**src/rtl/load_align_unit_pkg.sv**
```systemverilog
// rtl/load_align_unit_pkg.sv - shared opcodes, bus size codes, FSM states and FIFO entry layout
package load_align_unit_pkg;

  localparam logic [5:0] OP_LB  = 6'b100000;
  localparam logic [5:0] OP_LH  = 6'b100001;
  localparam logic [5:0] OP_LW  = 6'b100011;
  localparam logic [5:0] OP_LBU = 6'b100100;
  localparam logic [5:0] OP_LHU = 6'b100101;

  typedef enum logic [1:0] {
    MEM_SIZE_BYTE = 2'd0,
    MEM_SIZE_HALF = 2'd1,
    MEM_SIZE_WORD = 2'd2
  } mem_size_e;

  typedef enum logic {
    ST_IDLE = 1'b0,
    ST_REQ  = 1'b1
  } lau_state_e;

  // Parameter-independent part of a FIFO entry; the lane offset and tag
  // live in parallel arrays sized by DATA_W and TAG_W.
  typedef struct packed {
    logic [5:0] op;
    logic       kill;
  } fifo_meta_t;

  function automatic logic is_load(input logic [5:0] op);
    return (op == OP_LB) || (op == OP_LBU) || (op == OP_LH) ||
           (op == OP_LHU) || (op == OP_LW);
  endfunction

  function automatic logic is_misaligned(input logic [5:0] op, input logic [1:0] lo);
    logic bad;
    bad = 1'b0;
    if ((op == OP_LH) || (op == OP_LHU)) bad = lo[0];
    else if (op == OP_LW)                bad = |lo;
    return bad;
  endfunction

  function automatic mem_size_e load_size(input logic [5:0] op);
    mem_size_e sz;
    sz = MEM_SIZE_BYTE;
    if ((op == OP_LH) || (op == OP_LHU)) sz = MEM_SIZE_HALF;
    else if (op == OP_LW)                sz = MEM_SIZE_WORD;
    return sz;
  endfunction

endpackage

```
**src/rtl/load_align_unit_if.sv**
```systemverilog
// rtl/load_align_unit_if.sv - request, bus and result signals of the load align unit
interface load_align_unit_if #(
  parameter int DATA_W = 32,
  parameter int TAG_W  = 5
);
  logic              in_valid;
  logic              in_ready;
  logic [5:0]        in_op;
  logic [31:0]       in_addr;
  logic [TAG_W-1:0]  in_tag;
  logic              flush;
  logic              mem_req;
  logic [31:0]       mem_addr;
  logic [1:0]        mem_size;
  logic              mem_addr_ok;
  logic              mem_data_ok;
  logic [DATA_W-1:0] mem_rdata;
  logic              out_valid;
  logic [31:0]       out_data;
  logic [TAG_W-1:0]  out_tag;
  logic              adel_valid;
  logic [31:0]       adel_badvaddr;
  logic [TAG_W-1:0]  adel_tag;

  // Unit side
  modport slave (
    input  in_valid, in_op, in_addr, in_tag, flush,
    input  mem_addr_ok, mem_data_ok, mem_rdata,
    output in_ready, mem_req, mem_addr, mem_size,
    output out_valid, out_data, out_tag,
    output adel_valid, adel_badvaddr, adel_tag
  );

  // Pipeline / memory side
  modport master (
    output in_valid, in_op, in_addr, in_tag, flush,
    output mem_addr_ok, mem_data_ok, mem_rdata,
    input  in_ready, mem_req, mem_addr, mem_size,
    input  out_valid, out_data, out_tag,
    input  adel_valid, adel_badvaddr, adel_tag
  );
endinterface

```
**src/rtl/load_data_format.sv**
```systemverilog
// rtl/load_data_format.sv - selects and extends the addressed lanes of a returned bus word
module load_data_format
  import load_align_unit_pkg::*;
#(
  parameter int DATA_W = 32,
  parameter int OFF_W  = $clog2(DATA_W / 8)
) (
  input  logic [5:0]        op,
  input  logic [OFF_W-1:0]  offset,
  input  logic [DATA_W-1:0] rdata,
  output logic [31:0]       data
);

  logic [31:0] lanes;

  // Shift the addressed byte lane down to bit 0
  always_comb begin
    lanes = 32'(rdata >> {offset, 3'b000});
  end

  // Sign/zero extension by opcode; non-loads never reach here with kill=0
  always_comb begin
    data = '0;
    case (op)
      OP_LB:   data = {{24{lanes[7]}}, lanes[7:0]};
      OP_LBU:  data = {24'b0, lanes[7:0]};
      OP_LH:   data = {{16{lanes[15]}}, lanes[15:0]};
      OP_LHU:  data = {16'b0, lanes[15:0]};
      OP_LW:   data = lanes;
      default: data = '0;
    endcase
  end

endmodule

```
**src/rtl/load_align_unit.sv**
```systemverilog
// rtl/load_align_unit.sv - load request alignment, bus issue, in-flight tracking and result formatting
module load_align_unit
  import load_align_unit_pkg::*;
#(
  parameter int DATA_W          = 32,
  parameter int MAX_OUTSTANDING = 2,
  parameter int TAG_W           = 5
) (
  input logic             clk,
  input logic             resetn,
  load_align_unit_if.slave bus
);

  localparam int OFF_W = $clog2(DATA_W / 8);
  localparam int PTR_W = (MAX_OUTSTANDING > 1) ? $clog2(MAX_OUTSTANDING) : 1;
  localparam int DEPTH = 1 << PTR_W;
  localparam int CNT_W = $clog2(MAX_OUTSTANDING + 1);

  lau_state_e state, state_next;

  logic             req_q;
  logic [31:0]      addr_q;
  logic [1:0]       size_q;
  logic [5:0]       req_op;
  logic [OFF_W-1:0] req_off;
  logic [TAG_W-1:0] req_tag;
  logic             req_kill;

  fifo_meta_t       fifo_meta [DEPTH];
  logic [OFF_W-1:0] fifo_off  [DEPTH];
  logic [TAG_W-1:0] fifo_tag  [DEPTH];
  logic [PTR_W-1:0] wr_ptr, rd_ptr;
  logic [CNT_W-1:0] count;

  logic             out_valid_q;
  logic [31:0]      out_data_q;
  logic [TAG_W-1:0] out_tag_q;
  logic             adel_valid_q;
  logic [31:0]      adel_addr_q;
  logic [TAG_W-1:0] adel_tag_q;

  logic        ready, accept, bad_align, take_req, push, pop, deliver;
  logic [31:0] fmt_data;

  function automatic logic [PTR_W-1:0] ptr_inc(input logic [PTR_W-1:0] p);
    return (p == PTR_W'(MAX_OUTSTANDING - 1)) ? '0 : p + 1'b1;
  endfunction

  assign ready     = (state == ST_IDLE) && (count < CNT_W'(MAX_OUTSTANDING)) && !bus.flush;
  assign accept    = bus.in_valid && ready;
  assign bad_align = is_load(bus.in_op) && is_misaligned(bus.in_op, bus.in_addr[1:0]);
  assign pop       = bus.mem_data_ok && (count != '0);
  // A flush in the same cycle as the pop discards the popped entry too
  assign deliver   = pop && !fifo_meta[rd_ptr].kill && !bus.flush;

  // FSM state register
  always_ff @(posedge clk or negedge resetn) begin
    if (!resetn) state <= ST_IDLE;
    else         state <= state_next;
  end

  // FSM next state; take_req latches an aligned load, push fires on addr_ok
  always_comb begin
    state_next = state;
    take_req   = 1'b0;
    push       = 1'b0;
    case (state)
      ST_IDLE: begin
        if (accept && is_load(bus.in_op) && !bad_align) begin
          state_next = ST_REQ;
          take_req   = 1'b1;
        end
      end
      ST_REQ: begin
        if (bus.mem_addr_ok) begin
          state_next = ST_IDLE;
          push       = 1'b1;
        end
      end
      default: state_next = ST_IDLE;
    endcase
  end

  // Bus request registers, held stable until the bus takes the request
  always_ff @(posedge clk or negedge resetn) begin
    if (!resetn) begin
      req_q    <= 1'b0;
      addr_q   <= '0;
      size_q   <= '0;
      req_op   <= '0;
      req_off  <= '0;
      req_tag  <= '0;
      req_kill <= 1'b0;
    end else if (take_req) begin
      req_q    <= 1'b1;
      addr_q   <= {bus.in_addr[31:OFF_W], {OFF_W{1'b0}}};
      size_q   <= load_size(bus.in_op);
      req_op   <= bus.in_op;
      req_off  <= bus.in_addr[OFF_W-1:0];
      req_tag  <= bus.in_tag;
      req_kill <= 1'b0;
    end else if (push) begin
      req_q    <= 1'b0;
    end else if (state == ST_REQ && bus.flush) begin
      req_kill <= 1'b1;
    end
  end

  // In-flight FIFO; flush marks every entry, a push in the flush cycle is born killed
  always_ff @(posedge clk or negedge resetn) begin
    if (!resetn) begin
      for (int i = 0; i < DEPTH; i++) begin
        fifo_meta[i] <= '0;
        fifo_off[i]  <= '0;
        fifo_tag[i]  <= '0;
      end
      wr_ptr <= '0;
      rd_ptr <= '0;
      count  <= '0;
    end else begin
      if (bus.flush) begin
        for (int i = 0; i < DEPTH; i++) fifo_meta[i].kill <= 1'b1;
      end
      if (push) begin
        fifo_meta[wr_ptr] <= '{op: req_op, kill: req_kill | bus.flush};
        fifo_off[wr_ptr]  <= req_off;
        fifo_tag[wr_ptr]  <= req_tag;
        wr_ptr            <= ptr_inc(wr_ptr);
      end
      if (pop) rd_ptr <= ptr_inc(rd_ptr);
      case ({push, pop})
        2'b10:   count <= count + 1'b1;
        2'b01:   count <= count - 1'b1;
        default: count <= count;
      endcase
    end
  end

  load_data_format #(
    .DATA_W (DATA_W),
    .OFF_W  (OFF_W)
  ) u_format (
    .op     (fifo_meta[rd_ptr].op),
    .offset (fifo_off[rd_ptr]),
    .rdata  (bus.mem_rdata),
    .data   (fmt_data)
  );

  // Registered one-cycle result and exception pulses
  always_ff @(posedge clk or negedge resetn) begin
    if (!resetn) begin
      out_valid_q  <= 1'b0;
      out_data_q   <= '0;
      out_tag_q    <= '0;
      adel_valid_q <= 1'b0;
      adel_addr_q  <= '0;
      adel_tag_q   <= '0;
    end else begin
      out_valid_q  <= deliver;
      if (deliver) begin
        out_data_q <= fmt_data;
        out_tag_q  <= fifo_tag[rd_ptr];
      end
      adel_valid_q <= accept && bad_align;
      if (accept && bad_align) begin
        adel_addr_q <= bus.in_addr;
        adel_tag_q  <= bus.in_tag;
      end
    end
  end

  assign bus.in_ready      = ready;
  assign bus.mem_req       = req_q;
  assign bus.mem_addr      = addr_q;
  assign bus.mem_size      = size_q;
  assign bus.out_valid     = out_valid_q;
  assign bus.out_data      = out_data_q;
  assign bus.out_tag       = out_tag_q;
  assign bus.adel_valid    = adel_valid_q;
  assign bus.adel_badvaddr = adel_addr_q;
  assign bus.adel_tag      = adel_tag_q;

endmodule

```
**src/flat_wrapper.sv**
```systemverilog
// flat-port wrapper written by rule: the top's interface ports become plain ports
module load_align_unit_flat import load_align_unit_pkg::*;
#(
  parameter int DATA_W          = 32,
  parameter int MAX_OUTSTANDING = 2,
  parameter int TAG_W           = 5
)
  (clk, resetn, bus_in_valid, bus_in_op, bus_in_addr, bus_in_tag, bus_flush, bus_mem_addr_ok, bus_mem_data_ok, bus_mem_rdata, bus_in_ready, bus_mem_req, bus_mem_addr, bus_mem_size, bus_out_valid, bus_out_data, bus_out_tag, bus_adel_valid, bus_adel_badvaddr, bus_adel_tag);
  load_align_unit_if #(.DATA_W(DATA_W), .TAG_W(TAG_W)) bus_i ();
  input logic clk;
  input logic resetn;
  input wire logic [$bits(bus_i.in_valid)-1:0] bus_in_valid;
  input wire logic [$bits(bus_i.in_op)-1:0] bus_in_op;
  input wire logic [$bits(bus_i.in_addr)-1:0] bus_in_addr;
  input wire logic [$bits(bus_i.in_tag)-1:0] bus_in_tag;
  input wire logic [$bits(bus_i.flush)-1:0] bus_flush;
  input wire logic [$bits(bus_i.mem_addr_ok)-1:0] bus_mem_addr_ok;
  input wire logic [$bits(bus_i.mem_data_ok)-1:0] bus_mem_data_ok;
  input wire logic [$bits(bus_i.mem_rdata)-1:0] bus_mem_rdata;
  output wire logic [$bits(bus_i.in_ready)-1:0] bus_in_ready;
  output wire logic [$bits(bus_i.mem_req)-1:0] bus_mem_req;
  output wire logic [$bits(bus_i.mem_addr)-1:0] bus_mem_addr;
  output wire logic [$bits(bus_i.mem_size)-1:0] bus_mem_size;
  output wire logic [$bits(bus_i.out_valid)-1:0] bus_out_valid;
  output wire logic [$bits(bus_i.out_data)-1:0] bus_out_data;
  output wire logic [$bits(bus_i.out_tag)-1:0] bus_out_tag;
  output wire logic [$bits(bus_i.adel_valid)-1:0] bus_adel_valid;
  output wire logic [$bits(bus_i.adel_badvaddr)-1:0] bus_adel_badvaddr;
  output wire logic [$bits(bus_i.adel_tag)-1:0] bus_adel_tag;
  assign bus_i.in_valid = bus_in_valid;
  assign bus_i.in_op = bus_in_op;
  assign bus_i.in_addr = bus_in_addr;
  assign bus_i.in_tag = bus_in_tag;
  assign bus_i.flush = bus_flush;
  assign bus_i.mem_addr_ok = bus_mem_addr_ok;
  assign bus_i.mem_data_ok = bus_mem_data_ok;
  assign bus_i.mem_rdata = bus_mem_rdata;
  assign bus_in_ready = bus_i.in_ready;
  assign bus_mem_req = bus_i.mem_req;
  assign bus_mem_addr = bus_i.mem_addr;
  assign bus_mem_size = bus_i.mem_size;
  assign bus_out_valid = bus_i.out_valid;
  assign bus_out_data = bus_i.out_data;
  assign bus_out_tag = bus_i.out_tag;
  assign bus_adel_valid = bus_i.adel_valid;
  assign bus_adel_badvaddr = bus_i.adel_badvaddr;
  assign bus_adel_tag = bus_i.adel_tag;
  load_align_unit #(.DATA_W(DATA_W), .MAX_OUTSTANDING(MAX_OUTSTANDING), .TAG_W(TAG_W)) u_core (.clk(clk), .resetn(resetn), .bus(bus_i));
endmodule
```
**config.mk**
```make
export PLATFORM = sky130hd
export DESIGN_NAME = load_align_unit_flat
export DESIGN_NICKNAME = d
export VERILOG_FILES = /design/src/rtl/load_align_unit_pkg.sv /design/src/rtl/load_align_unit_if.sv /design/src/rtl/load_data_format.sv /design/src/rtl/load_align_unit.sv /design/src/flat_wrapper.sv
export SDC_FILE = /design/constraint.sdc
export NUM_CORES = 1
export LEC_CHECK = 0
export ABC_AREA = 1
export BUFFER_PORTS_ARGS = -buffer_cell sky130_fd_sc_hd__buf_2
export CAP_MARGIN = 40
export CORE_ASPECT_RATIO = 0.8
export CORE_MARGIN = 10
export CORE_UTILIZATION = 42
export DETAILED_ROUTE_END_ITERATION = 8
export HOLD_SLACK_MARGIN = 0.08
export PLACE_DENSITY = 0.69
export SLEW_MARGIN = 0
export SYNTH_ARGS = -nofsm -noshare
export SYNTH_HDL_FRONTEND = slang
export SYNTH_SLANG_ARGS = --single-unit
```
**constraint.sdc**
```tcl
create_clock -name clk -period 1.44 [get_ports clk]
set_input_delay 0.144 -clock clk [delete_from_list [all_inputs] [get_ports clk]]
set_output_delay 0.144 -clock clk [all_outputs]
set_load 0.1 [all_outputs]
```
==> flow_summary.toml <==
[yosys]
synth_area_leaders = "dfrtp_1 55%, nand2_1 23%, nand3_1 5.5%"
synth_top_area_cell = "dfrtp_1"
async_flop_share_pct = 100.0
muxShareOfSynthArea_pct = 0
avgSynthCellArea_um2 = 7.860
synth_xor_area_share_pct = 0.3682
synth_top_area_share_pct = 54.70
ys_seq_area_share_pct = 54.70
synth_top_family_by_area = "simple AND/OR/NAND/NOR gates"
ys_types = 34
synth-seq-cells = 156
synthAdderAreaFrac_pct = 0.1753
synth-simple-area-share_pct = 32.15
synth_compound_area_share_pct = 5.435
synth_edf_count = 0
ys_warn_count = 0
synth_most_common_cell = "nand2_1"
netlist_top_cells_count = "433 x nand2_1, 156 x dfrtp_1, 78 x nand3_1"
synth_flop_cell = "dfrtp_1"
synth_area_um2 = 7137
netlist_instances = 908

[clock_tree]
h-tree-depth = 4
cts-root-buf = "clkbuf_16"
clock_latency_ps = 420
cts_made_buffers = 17
clkTransAtPathRegs_ps = 70
numClockSinks = 156
cts_tree = "done"
clockBufferDepth = 2

[setup_path]
start_kind = "register"
cp.arrival_ps = 1980
crit_top_cell = "nand2_1"
crit_type = "register to register"
crit_slowest_cell = "dfrtp_2"
cpPeakStageDelay_ps = 470
r2r_setup_slack_ps = -230
cp.required_ps = 1740
endpoint_kind = "register"
path_cells = "buf_6 > o21ai_4 > nand3_2 > nand2_2 > inv_2 > nand2_4 > buf_12 > nand3_1 > nand2_1 > nand2_1"
critPathMaxFanout = 8

[drt]
remaining_drc_errors = 0
wl_per_cell_um = 17.24
vias = 7288
ant_nets = 0
drtPass1Iterations = 5
drt_iter0_drc = 581
routed_wirelength_um = 24740
viasPerCell = 5.079

[global_routing]
grt_pass1_vias = 7143
grt_antenna_before_repair = 1
grt.overflow.total = 0
grtUsageTotal_pct = 19.93
grt_pass1_wl_um = 36980
grt_max_degree = 38

[floorplan]
die_w_um = 165.7
ioPinCount = 193
rows = 42
die-area_um2 = 22640
die_y_um = 136.6
core_um2 = 16610
initial_core_util_pct = 42.98

[sta]
maxSlewViolCount = 0
rsz0062_at_grt = "yes"
tightest_slew_ps = 515.1
fin_crit_ps = 1675
slew_headroom_pct = 65.90
fin_worst_skew_ps = 10.79
fmax_mhz = 597.0
setup_ws_ps = -234.9
min_period_over_period_pct = 116.3
timing.hold.ws_ps = 130.3
setup_viol = 123
hold_viol_final = 0

[min_path]
hp-class = "input port to register"

[finish]
layout-drive-gt1-share_pct = 37.45
nets = 1284
n_antenna_cell = 0
areaGrowthSynthToFinish_pct = 52.95
nFillCells = 1317

[pwr]
peakVddDrop_uv = 1599
power_density_nw_per_um2 = 1826
p_leak_nw = 6.101

[outcome]
outcome = "finished, violations left"
violations = "setup timing"

[placement]
io_buffers = 190
dp_slack_ps = -389.2
place_congestion = 0.8745
hpwl_um = 15550

[job]
maxCapViolCount = 0
## area by class of cell
| cell class | count | area, um^2 | share of cell area, % |
|---|---|---|---|
| Clock buffer | 17 | 425.4 | 3.897 |
| Inverter | 65 | 272.8 | 2.499 |
| Clock inverter | 15 | 152.6 | 1.398 |
| Tap cell | 220 | 275.3 | 2.522 |
| Timing Repair Buffer | 317 | 2535 | 23.22 |
| Timing Repair inverter | 3 | 62.56 | 0.5731 |
| Multi-Input combinational cell | 642 | 3287 | 30.11 |
| Sequential cell | 156 | 3905 | 35.77 |
## metrics by stage
stage	power, W	utilization, %	cells	TNS, ps	area, um^2
after CTS	0.01917	62.03	1427	-16320	10300
after floorplan	0.01232	-	909	-64600	7288
final	0.01993	65.73	1435	-19050	10920
after global routing	0.02081	65.73	1435	-29820	10920
after global placement	0.01422	53.14	1333	-22190	8825
after detailed placement	0.01430	53.14	1333	-23410	8825
## repair_timing
item / CTS / global route
cloned: 7 / 6
gates resized for setup: 83 / 148
endpoints found under the setup margin: 128 / 146
setup buffers: 11 / 2
pin swaps: 38 / 37
hold buffers: 44 / 0
hold endpoints to repair: 237 / 0
## power by group
part / internal (W) / switching, W
Sequential: 0.00527 / 0.000703
Combinational: 0.00251 / 0.00699
Clock: 0.00245 / 0.00202
Total: 0.0102 / 0.00970
## layer usage
metal	track usage, %	vias up	routed length (um)	share of wire [%]
li1	-	3420	-	-
met3	7.882	37	2339	9.5
met1	25.46	3457	10470	42
met2	31.28	372	11530	47
met4	4.617	2	391	1.6
met5	0	-	8	0.032
## critical path: cells and delay by family, from the launching register on
family | cells | cell delay, ps
AOI/OAI and AO/OA | 1 | 250
buffers and inverters | 3 | 340
and+or+nand+nor | 6 | 490
DFF | 1 | 470
## registers in the layout (all words and copies together), names as in the netlist, 2 cells and up
| signal | flops |
|---|---|
| u_core.bus.adel_tag | 5 |
| u_core.req_op | 6 |
| u_core.bus.out_data | 32 |
| u_core.fifo_off | 4 |
| u_core.fifo_tag | 10 |
| u_core.fifo_meta | 14 |
| u_core.bus.mem_addr | 30 |
| u_core.bus.out_tag | 5 |
| u_core.bus.mem_size | 2 |
| u_core.req_tag | 5 |
| u_core.req_off | 2 |
| u_core.count | 2 |
| u_core.bus.adel_badvaddr | 32 |
## cell families after synthesis
logic type / Yosys count
simple gates: 564
fa+ha+maj: 1
flops: 156
buf+inv: 111
xor+xnor: 3
compound gates: 72
other cells: 1
## placed cells by master (no fill, tap or decap), types with 22 or more instances in the layout
master and n:
nand2_1 340, buf_2 161, dfrtp_1 155, nand2_2 67, nand3_1 63, inv_1 56
dlygate4sd3_1 44, buf_4 44, o21ai_0 31, nand2_4 29, nor2_1 28, clkbuf_4 27
clkbuf_16 22
## path summary, 6_finish.rpt
kind | start | to | depth (start not counted)
setup / recovery | u_core.rd_ptr | u_core.bus.out_data[17] | 10
hold / removal | bus_flush | u_core.fifo_meta[7] | 4
setup reg to reg | u_core.rd_ptr | u_core.bus.out_data[17] | 10
hold reg to reg | u_core.bus.mem_addr[2] | u_core.bus.mem_addr[2] | 2
max in group asynchronous | resetn | u_core.req_op[1] | 3
min in group asynchronous | resetn | u_core.fifo_tag[5] | 2
(Power assumes the default switching activity.)
